`src/rtl/seq_bit_serializer_if.sv`:
```
// Parallel-in / serial-out bus for seq_bit_serializer: word handshake plus serial stream.
interface seq_bit_serializer_if #(
  parameter int WIDTH = 8
);
  logic [WIDTH-1:0] din;
  logic             din_valid;
  logic             din_ready;
  logic             sout;
  logic             sout_valid;
  logic             frame_start;
  logic             busy;

  modport master (
    output din, din_valid,
    input  din_ready, sout, sout_valid, frame_start, busy
  );

  modport slave (
    input  din, din_valid,
    output din_ready, sout, sout_valid, frame_start, busy
  );
endinterface

```
`src/rtl/seq_bit_serializer.sv`:
```
// Word-to-bit serializer feeding serial sequence detectors; optional gap between frames.
// Define SER_PARITY_EN to append an even-parity bit to every frame.
module seq_bit_serializer #(
  parameter int WIDTH      = 8,
  parameter int GAP_CYCLES = 0,
  parameter bit MSB_FIRST  = 1'b1
) (
  input  logic                 clk,
  input  logic                 reset,
  seq_bit_serializer_if.slave  bus
);

`ifdef SER_PARITY_EN
  localparam int FL = WIDTH + 1;
`else
  localparam int FL = WIDTH;
`endif
  localparam int            CW       = $clog2(WIDTH + 2);
  localparam logic [CW-1:0] LAST_BIT = CW'(FL - 1);
  localparam bit            HAS_GAP  = (GAP_CYCLES > 0);
  localparam logic [3:0]    GAP_LAST = HAS_GAP ? 4'(GAP_CYCLES - 1) : 4'd0;

  typedef enum logic [1:0] {IDLE, SHIFT, GAP} state_t;

  state_t           state_q, state_d;
  logic [CW-1:0]    cnt_q, cnt_d;
  logic [3:0]       gap_q, gap_d;
  logic [WIDTH-1:0] sr_q, sr_d;
  logic             sout_q, sout_d;
  logic             vld_q, vld_d;
  logic             fs_q, fs_d;
  logic             rdy_q, rdy_d;
  logic             busy_q, busy_d;
  logic             accept, load, advance;
`ifdef SER_PARITY_EN
  logic             par_q, par_d;
`endif

  function automatic logic head_bit(input logic [WIDTH-1:0] w);
    return MSB_FIRST ? w[WIDTH-1] : w[0];
  endfunction

  function automatic logic [WIDTH-1:0] shift_out(input logic [WIDTH-1:0] w);
    return MSB_FIRST ? {w[WIDTH-2:0], 1'b0} : {1'b0, w[WIDTH-1:1]};
  endfunction

  always_comb begin
    state_d = state_q;
    cnt_d   = cnt_q;
    gap_d   = gap_q;
    sr_d    = sr_q;
    sout_d  = 1'b0;
    vld_d   = 1'b0;
    fs_d    = 1'b0;
    load    = 1'b0;
    advance = 1'b0;
`ifdef SER_PARITY_EN
    par_d   = par_q;
`endif
    accept  = bus.din_valid & rdy_q;

    case (state_q)
      IDLE: if (accept) load = 1'b1;
      SHIFT: begin
        if (cnt_q == LAST_BIT) begin
          if (HAS_GAP) begin
            state_d = GAP;
            gap_d   = 4'd0;
          end else if (accept) begin
            load = 1'b1;
          end else begin
            state_d = IDLE;
          end
        end else begin
          advance = 1'b1;
        end
      end
      GAP: begin
        if (gap_q == GAP_LAST) begin
          if (accept) load = 1'b1;
          else        state_d = IDLE;
        end else begin
          gap_d = gap_q + 4'd1;
        end
      end
      default: state_d = IDLE;
    endcase

    // The accept edge already drives the first bit, so the word is stored pre-shifted.
    if (load) begin
      state_d = SHIFT;
      cnt_d   = '0;
      sr_d    = shift_out(bus.din);
      sout_d  = head_bit(bus.din);
      vld_d   = 1'b1;
      fs_d    = 1'b1;
`ifdef SER_PARITY_EN
      par_d   = ^bus.din;
`endif
    end

    if (advance) begin
      cnt_d  = cnt_q + 1'b1;
      sr_d   = shift_out(sr_q);
      sout_d = head_bit(sr_q);
      vld_d  = 1'b1;
`ifdef SER_PARITY_EN
      if (cnt_d == CW'(WIDTH)) sout_d = par_q;
`endif
    end

    // Ready is registered from the next state so the handshake never adds a bubble.
    rdy_d  = (state_d == IDLE) ||
             (state_d == SHIFT && !HAS_GAP && cnt_d == LAST_BIT) ||
             (state_d == GAP && gap_d == GAP_LAST);
    busy_d = (state_d != IDLE);
  end

  always_ff @(posedge clk or negedge reset) begin
    if (!reset) begin
      state_q <= IDLE;
      cnt_q   <= '0;
      gap_q   <= '0;
      sr_q    <= '0;
      sout_q  <= 1'b0;
      vld_q   <= 1'b0;
      fs_q    <= 1'b0;
      rdy_q   <= 1'b0;
      busy_q  <= 1'b0;
`ifdef SER_PARITY_EN
      par_q   <= 1'b0;
`endif
    end else begin
      state_q <= state_d;
      cnt_q   <= cnt_d;
      gap_q   <= gap_d;
      sr_q    <= sr_d;
      sout_q  <= sout_d;
      vld_q   <= vld_d;
      fs_q    <= fs_d;
      rdy_q   <= rdy_d;
      busy_q  <= busy_d;
`ifdef SER_PARITY_EN
      par_q   <= par_d;
`endif
    end
  end

  assign bus.din_ready   = rdy_q;
  assign bus.sout        = sout_q;
  assign bus.sout_valid  = vld_q;
  assign bus.frame_start = fs_q;
  assign bus.busy        = busy_q;

endmodule

```
`src/flat_wrapper.sv`:
```
// flat-port wrapper written by rule: the top's interface ports become plain ports
module seq_bit_serializer_flat 
#(
  parameter int WIDTH      = 8,
  parameter int GAP_CYCLES = 0,
  parameter bit MSB_FIRST  = 1'b1
)
  (clk, reset, bus_din, bus_din_valid, bus_din_ready, bus_sout, bus_sout_valid, bus_frame_start, bus_busy);
  seq_bit_serializer_if #(.WIDTH(WIDTH)) bus_i ();
  input  logic clk;
  input  logic reset;
  input wire logic [$bits(bus_i.din)-1:0] bus_din;
  input wire logic [$bits(bus_i.din_valid)-1:0] bus_din_valid;
  output wire logic [$bits(bus_i.din_ready)-1:0] bus_din_ready;
  output wire logic [$bits(bus_i.sout)-1:0] bus_sout;
  output wire logic [$bits(bus_i.sout_valid)-1:0] bus_sout_valid;
  output wire logic [$bits(bus_i.frame_start)-1:0] bus_frame_start;
  output wire logic [$bits(bus_i.busy)-1:0] bus_busy;
  assign bus_i.din = bus_din;
  assign bus_i.din_valid = bus_din_valid;
  assign bus_din_ready = bus_i.din_ready;
  assign bus_sout = bus_i.sout;
  assign bus_sout_valid = bus_i.sout_valid;
  assign bus_frame_start = bus_i.frame_start;
  assign bus_busy = bus_i.busy;
  seq_bit_serializer #(.WIDTH(WIDTH), .GAP_CYCLES(GAP_CYCLES), .MSB_FIRST(MSB_FIRST)) u_core (.clk(clk), .reset(reset), .bus(bus_i));
endmodule
```
`config.mk`:
```
export PLATFORM = sky130hd
export DESIGN_NAME = seq_bit_serializer_flat
export DESIGN_NICKNAME = d
export VERILOG_FILES = /design/src/rtl/seq_bit_serializer_if.sv /design/src/rtl/seq_bit_serializer.sv /design/src/flat_wrapper.sv
export SDC_FILE = /design/constraint.sdc
export NUM_CORES = 1
export LEC_CHECK = 0
export CAP_MARGIN = 10
export CORE_ASPECT_RATIO = 0.75
export CORE_MARGIN = 3
export CORE_UTILIZATION = 53
export DETAILED_ROUTE_END_ITERATION = 10
export PLACE_DENSITY_LB_ADDON = 0.05
export REMOVE_ABC_BUFFERS = 1
export SETUP_SLACK_MARGIN = 0.02
export SYNTH_ARGS = -nofsm -noshare
export SYNTH_HDL_FRONTEND = slang
export SYNTH_SLANG_ARGS = --single-unit
```
`constraint.sdc`:
```
create_clock -name clk -period 2.2 [get_ports clk]
set_input_delay 0.22 -clock clk [delete_from_list [all_inputs] [get_ports clk]]
set_output_delay 0.22 -clock clk [all_outputs]
set_load 0.05 [all_outputs]
```
==> impl_summary.log <==
INFO  metric synthDistinctLibCells = 32
INFO  metric initial_antenna_violation_count = 0
INFO  metric finalSetupViolCount = 0
INFO  metric antenna_left = 0
INFO  metric die_y = 46.19 µm
INFO  metric final_max_slew_viol_count = 0
INFO  metric post_synth_instance_area = 1141 µm²
INFO  metric path_class = reg -> reg
INFO  metric rr_worst_depth = 7
INFO  metric ios = 16
INFO  metric core_area = 1887 µm²
INFO  metric syn_avg_cell_area = 9.431 µm²
INFO  metric drv.max_cap_violation_count = 0
INFO  metric crit-reg2reg-capture = u_core.bus.din_ready
INFO  metric timing.critical_path.arrival = 2200 ps
INFO  metric cts_hold_buffers = 0
INFO  metric floorplan.rows = 13
INFO  metric num_vias = 899
INFO  metric critical_path.endpoint = u_core.bus.din_ready
INFO  metric critPathMaxFanout = 13
INFO  metric final_layout_size_suffix_gt1_share = 11.51%
INFO  metric required = 2400 ps
INFO  metric power.leakage = 0.6267 nW
INFO  metric grt_max_degree = 23
INFO  metric finalNetCount = 158
INFO  metric setup.worst_path.start_class = register
INFO  metric area_growth = 22.15%
INFO  metric max_freq = 0.5001 GHz
INFO  metric clock_tree.htree_level_count = 1
INFO  metric layout_fillers = 142
INFO  metric route.detailed.drc = 0
INFO  metric cts_made_buffers = 3
INFO  metric clkSinkCount = 22
INFO  metric rsz_0062_raised_after_global_routing = false
INFO  metric timing.final.crit_period = 1999 ps
INFO  metric r2r_slack = 200 ps
INFO  metric r2r_start = u_core.gap_q[0]
INFO  metric root_buffer = sky130_fd_sc_hd__clkbuf_4
INFO  metric timing.critical_path.to_type = register
INFO  metric grt_first_pass_wirelength = 3726 µm
INFO  metric critical_path.startpoint = u_core.gap_q[0]
INFO  metric final_common_cell = sky130_fd_sc_hd__nand2_1
INFO  metric drt_pre_antenna_iters = 4
INFO  metric clock_skew = 9.282 ps
INFO  metric violation_count_after_the_first_detailed_route_iteration = 47
INFO  metric layout.core_utilization = 73.87%
INFO  metric die_w = 59.58 µm
INFO  metric insertion_delay = 310 ps
INFO  metric hold_viol_final = 0
INFO  metric clock_path_buffers = 2
INFO  metric globalRoute.totalOverflow = 0
INFO  metric tritoncts_clock_tree = done
INFO  metric postRouteWirelength = 2252 µm
INFO  metric synthCells = 121
INFO  metric worst_margin_slew = 497.9 ps
INFO  metric synth.ff_latch_count = 22
INFO  metric first_global_vias = 822
INFO  metric cts.reportedPaths.clkPinSlew = 120 ps
INFO  metric timing.final.crit_share = 90.89%
INFO  metric dp_hpwl = 1723 µm
INFO  metric detail_route.wl_per_cell = 13.99 µm
INFO  metric maxSlewHeadroom = 66.70%
INFO  metric die_area = 2752 µm²
INFO  metric min-delay-path-class = in -> async
INFO  metric gp_routability_congestion = 0.8265
INFO  metric detail_route.vias_per_cell = 5.584
INFO  metric finalPower = 0.001883 W
INFO  metric floorplan.initialDensity = 60.48%
INFO  metric yosys_warning_total = 0
INFO  metric final_cell_mix = sky130_fd_sc_hd__nand2_1, sky130_fd_sc_hd__dfrtp_1, sky130_fd_sc_hd__clkdlybuf4s50_1
INFO  metric cts.repair_timing.setup_buffer_count = 0
INFO  metric outcome = finished clean
INFO  metric port_buffers = 15
INFO  metric gr-usage-all-layers = 18.54%
INFO  metric setup-tns-final = 0 ps
INFO  metric vdd.ir_drop.worst = 1.034 mV
INFO  metric yosysSeqAreaShare = 48.25%
INFO  metric powerDensity = 1351 nW/µm²
INFO  metric antenna_cells_inserted = 0
## metal layers
metal | track usage, % | vias to the layer above | part of all wire (%)
met2 | 27.67 | 25 | 45
met4 | 3.982 | 0 | 0.75
met1 | 26.32 | 424 | 47
met3 | 6.162 | 2 | 7.2
met5 | 0 | - | 0
li1 | - | 448 | -
## timing repair
action	4_1_cts	5_1_grt
gates resized for setup	0	3
hold endpoints to repair	0	0
endpoints found under the setup margin	0	3
## worst min-delay path by stage
stage / from / endpoint / slack [ps] / depth (start not counted)
finish: reset / u_core.gap_q[3] / 240 / 2
global route: reset / u_core.gap_q[2] / 250 / 2
CTS: reset / u_core.gap_q[2] / 250 / 2
detailed placement: u_core.sr_q[7] / u_core.bus.sout / 480 / 2
global placement: u_core.sr_q[7] / u_core.bus.sout / 470 / 2
floorplan: reset / u_core.bus.busy / -80 / 0
## worst max-delay path, stage by stage (launching register included)
cell and delay, ps:
sky130_fd_sc_hd__dfrtp_1 440, sky130_fd_sc_hd__inv_1 90, sky130_fd_sc_hd__ha_1 160, sky130_fd_sc_hd__or3b_4 400, sky130_fd_sc_hd__a21boi_2 190, sky130_fd_sc_hd__o21ai_4 130, sky130_fd_sc_hd__a32o_1 240, sky130_fd_sc_hd__a32o_1 250
## state kept, by name, summed over array words and instances (netlist names), 2 cells and up
register,cells
u_core.sr_q,7
u_core.state_q,2
u_core.gap_q,4
u_core.cnt_q,4
## cells by family after synthesis
kind of cell             share of synthesized area, %
AO/OA/AOI/OAI                                   16.01
XOR/XNOR                                        2.303
adder cells (fa/ha/maj)                         7.675
buffers and inverters                           3.838
flip-flops                                      48.25
multiplexers                                   0.9868
AND/OR/NAND/NOR                                 20.94
## per-stage QoR
| step | setup WS (ps) | hold slack [ps] | cells | area, µm² |
|---|---|---|---|---|
| 3_3_place_gp | 236.7 | 469.3 | 157 | 1324 |
| 6_report | 200.5 | 235.3 | 161 | 1394 |
| 5_1_grt | 78.97 | 245.3 | 161 | 1394 |
| 2_1_floorplan | 275.1 | -75.59 | 117 | 1124 |
| 3_5_place_dp | 102.3 | 482.3 | 157 | 1324 |
| 4_1_cts | 110.1 | 250.4 | 161 | 1376 |
## power by group
group | switching, W | total (W) | internal [W]
Sequential | 0.0000970 | 0.000652 | 0.000555
Combinational | 0.000568 | 0.000926 | 0.000358
Clock | 0.000120 | 0.000305 | 0.000184
Total | 0.000785 | 0.00188 | 0.00110
## cells in the mapped netlist
library cell	number	share of area [%]
sky130_fd_sc_hd__nand2_1	31	10
sky130_fd_sc_hd__dfrtp_1	22	48
sky130_fd_sc_hd__nor2_1	9	3.0
sky130_fd_sc_hd__a31oi_1	7	3.8
sky130_fd_sc_hd__ha_1	7	7.7
sky130_fd_sc_hd__inv_1	6	2.0
sky130_fd_sc_hd__o21ai_0	4	1.8
sky130_fd_sc_hd__a21oi_1	3	1.3
sky130_fd_sc_hd__a32o_1	3	2.6
sky130_fd_sc_hd__buf_2	2	0.88
sky130_fd_sc_hd__clkbuf_1	2	0.66
sky130_fd_sc_hd__nand2b_1	2	1.1
sky130_fd_sc_hd__nand3_1	2	0.88
sky130_fd_sc_hd__nand3b_1	2	1.3
sky130_fd_sc_hd__xnor2_1	2	1.5
sky130_fd_sc_hd__a211o_1	1	0.77
sky130_fd_sc_hd__a211oi_4	1	1.8
sky130_fd_sc_hd__a21boi_0	1	0.66
sky130_fd_sc_hd__a21boi_2	1	0.99
sky130_fd_sc_hd__and2_1	1	0.55
sky130_fd_sc_hd__and3_1	1	0.55
sky130_fd_sc_hd__inv_2	1	0.33
sky130_fd_sc_hd__mux2_2	1	0.99
sky130_fd_sc_hd__nand4_1	1	0.55
sky130_fd_sc_hd__nand4b_1	1	0.77
sky130_fd_sc_hd__nor2b_1	1	0.55
sky130_fd_sc_hd__o21ai_2	1	0.77
sky130_fd_sc_hd__o221ai_1	1	0.77
sky130_fd_sc_hd__o311ai_1	1	0.77
sky130_fd_sc_hd__or2_2	1	0.55
sky130_fd_sc_hd__or3b_4	1	0.99
sky130_fd_sc_hd__xor2_1	1	0.77
## layout make-up
| cell class | instances | area (µm²) | share of cell area [%] |
|---|---|---|---|
| Tap cell | 22 | 27.53 | 1.975 |
| Sequential cell | 22 | 550.5 | 39.50 |
| Inverter | 7 | 26.28 | 1.885 |
| Timing Repair Buffer | 18 | 172.7 | 12.39 |
| Clock buffer | 3 | 22.52 | 1.616 |
| Multi-Input combinational cell | 88 | 564.3 | 40.48 |
| Clock inverter | 1 | 30.03 | 2.154 |
No activity file was read; power rests on OpenSTA's default activity.
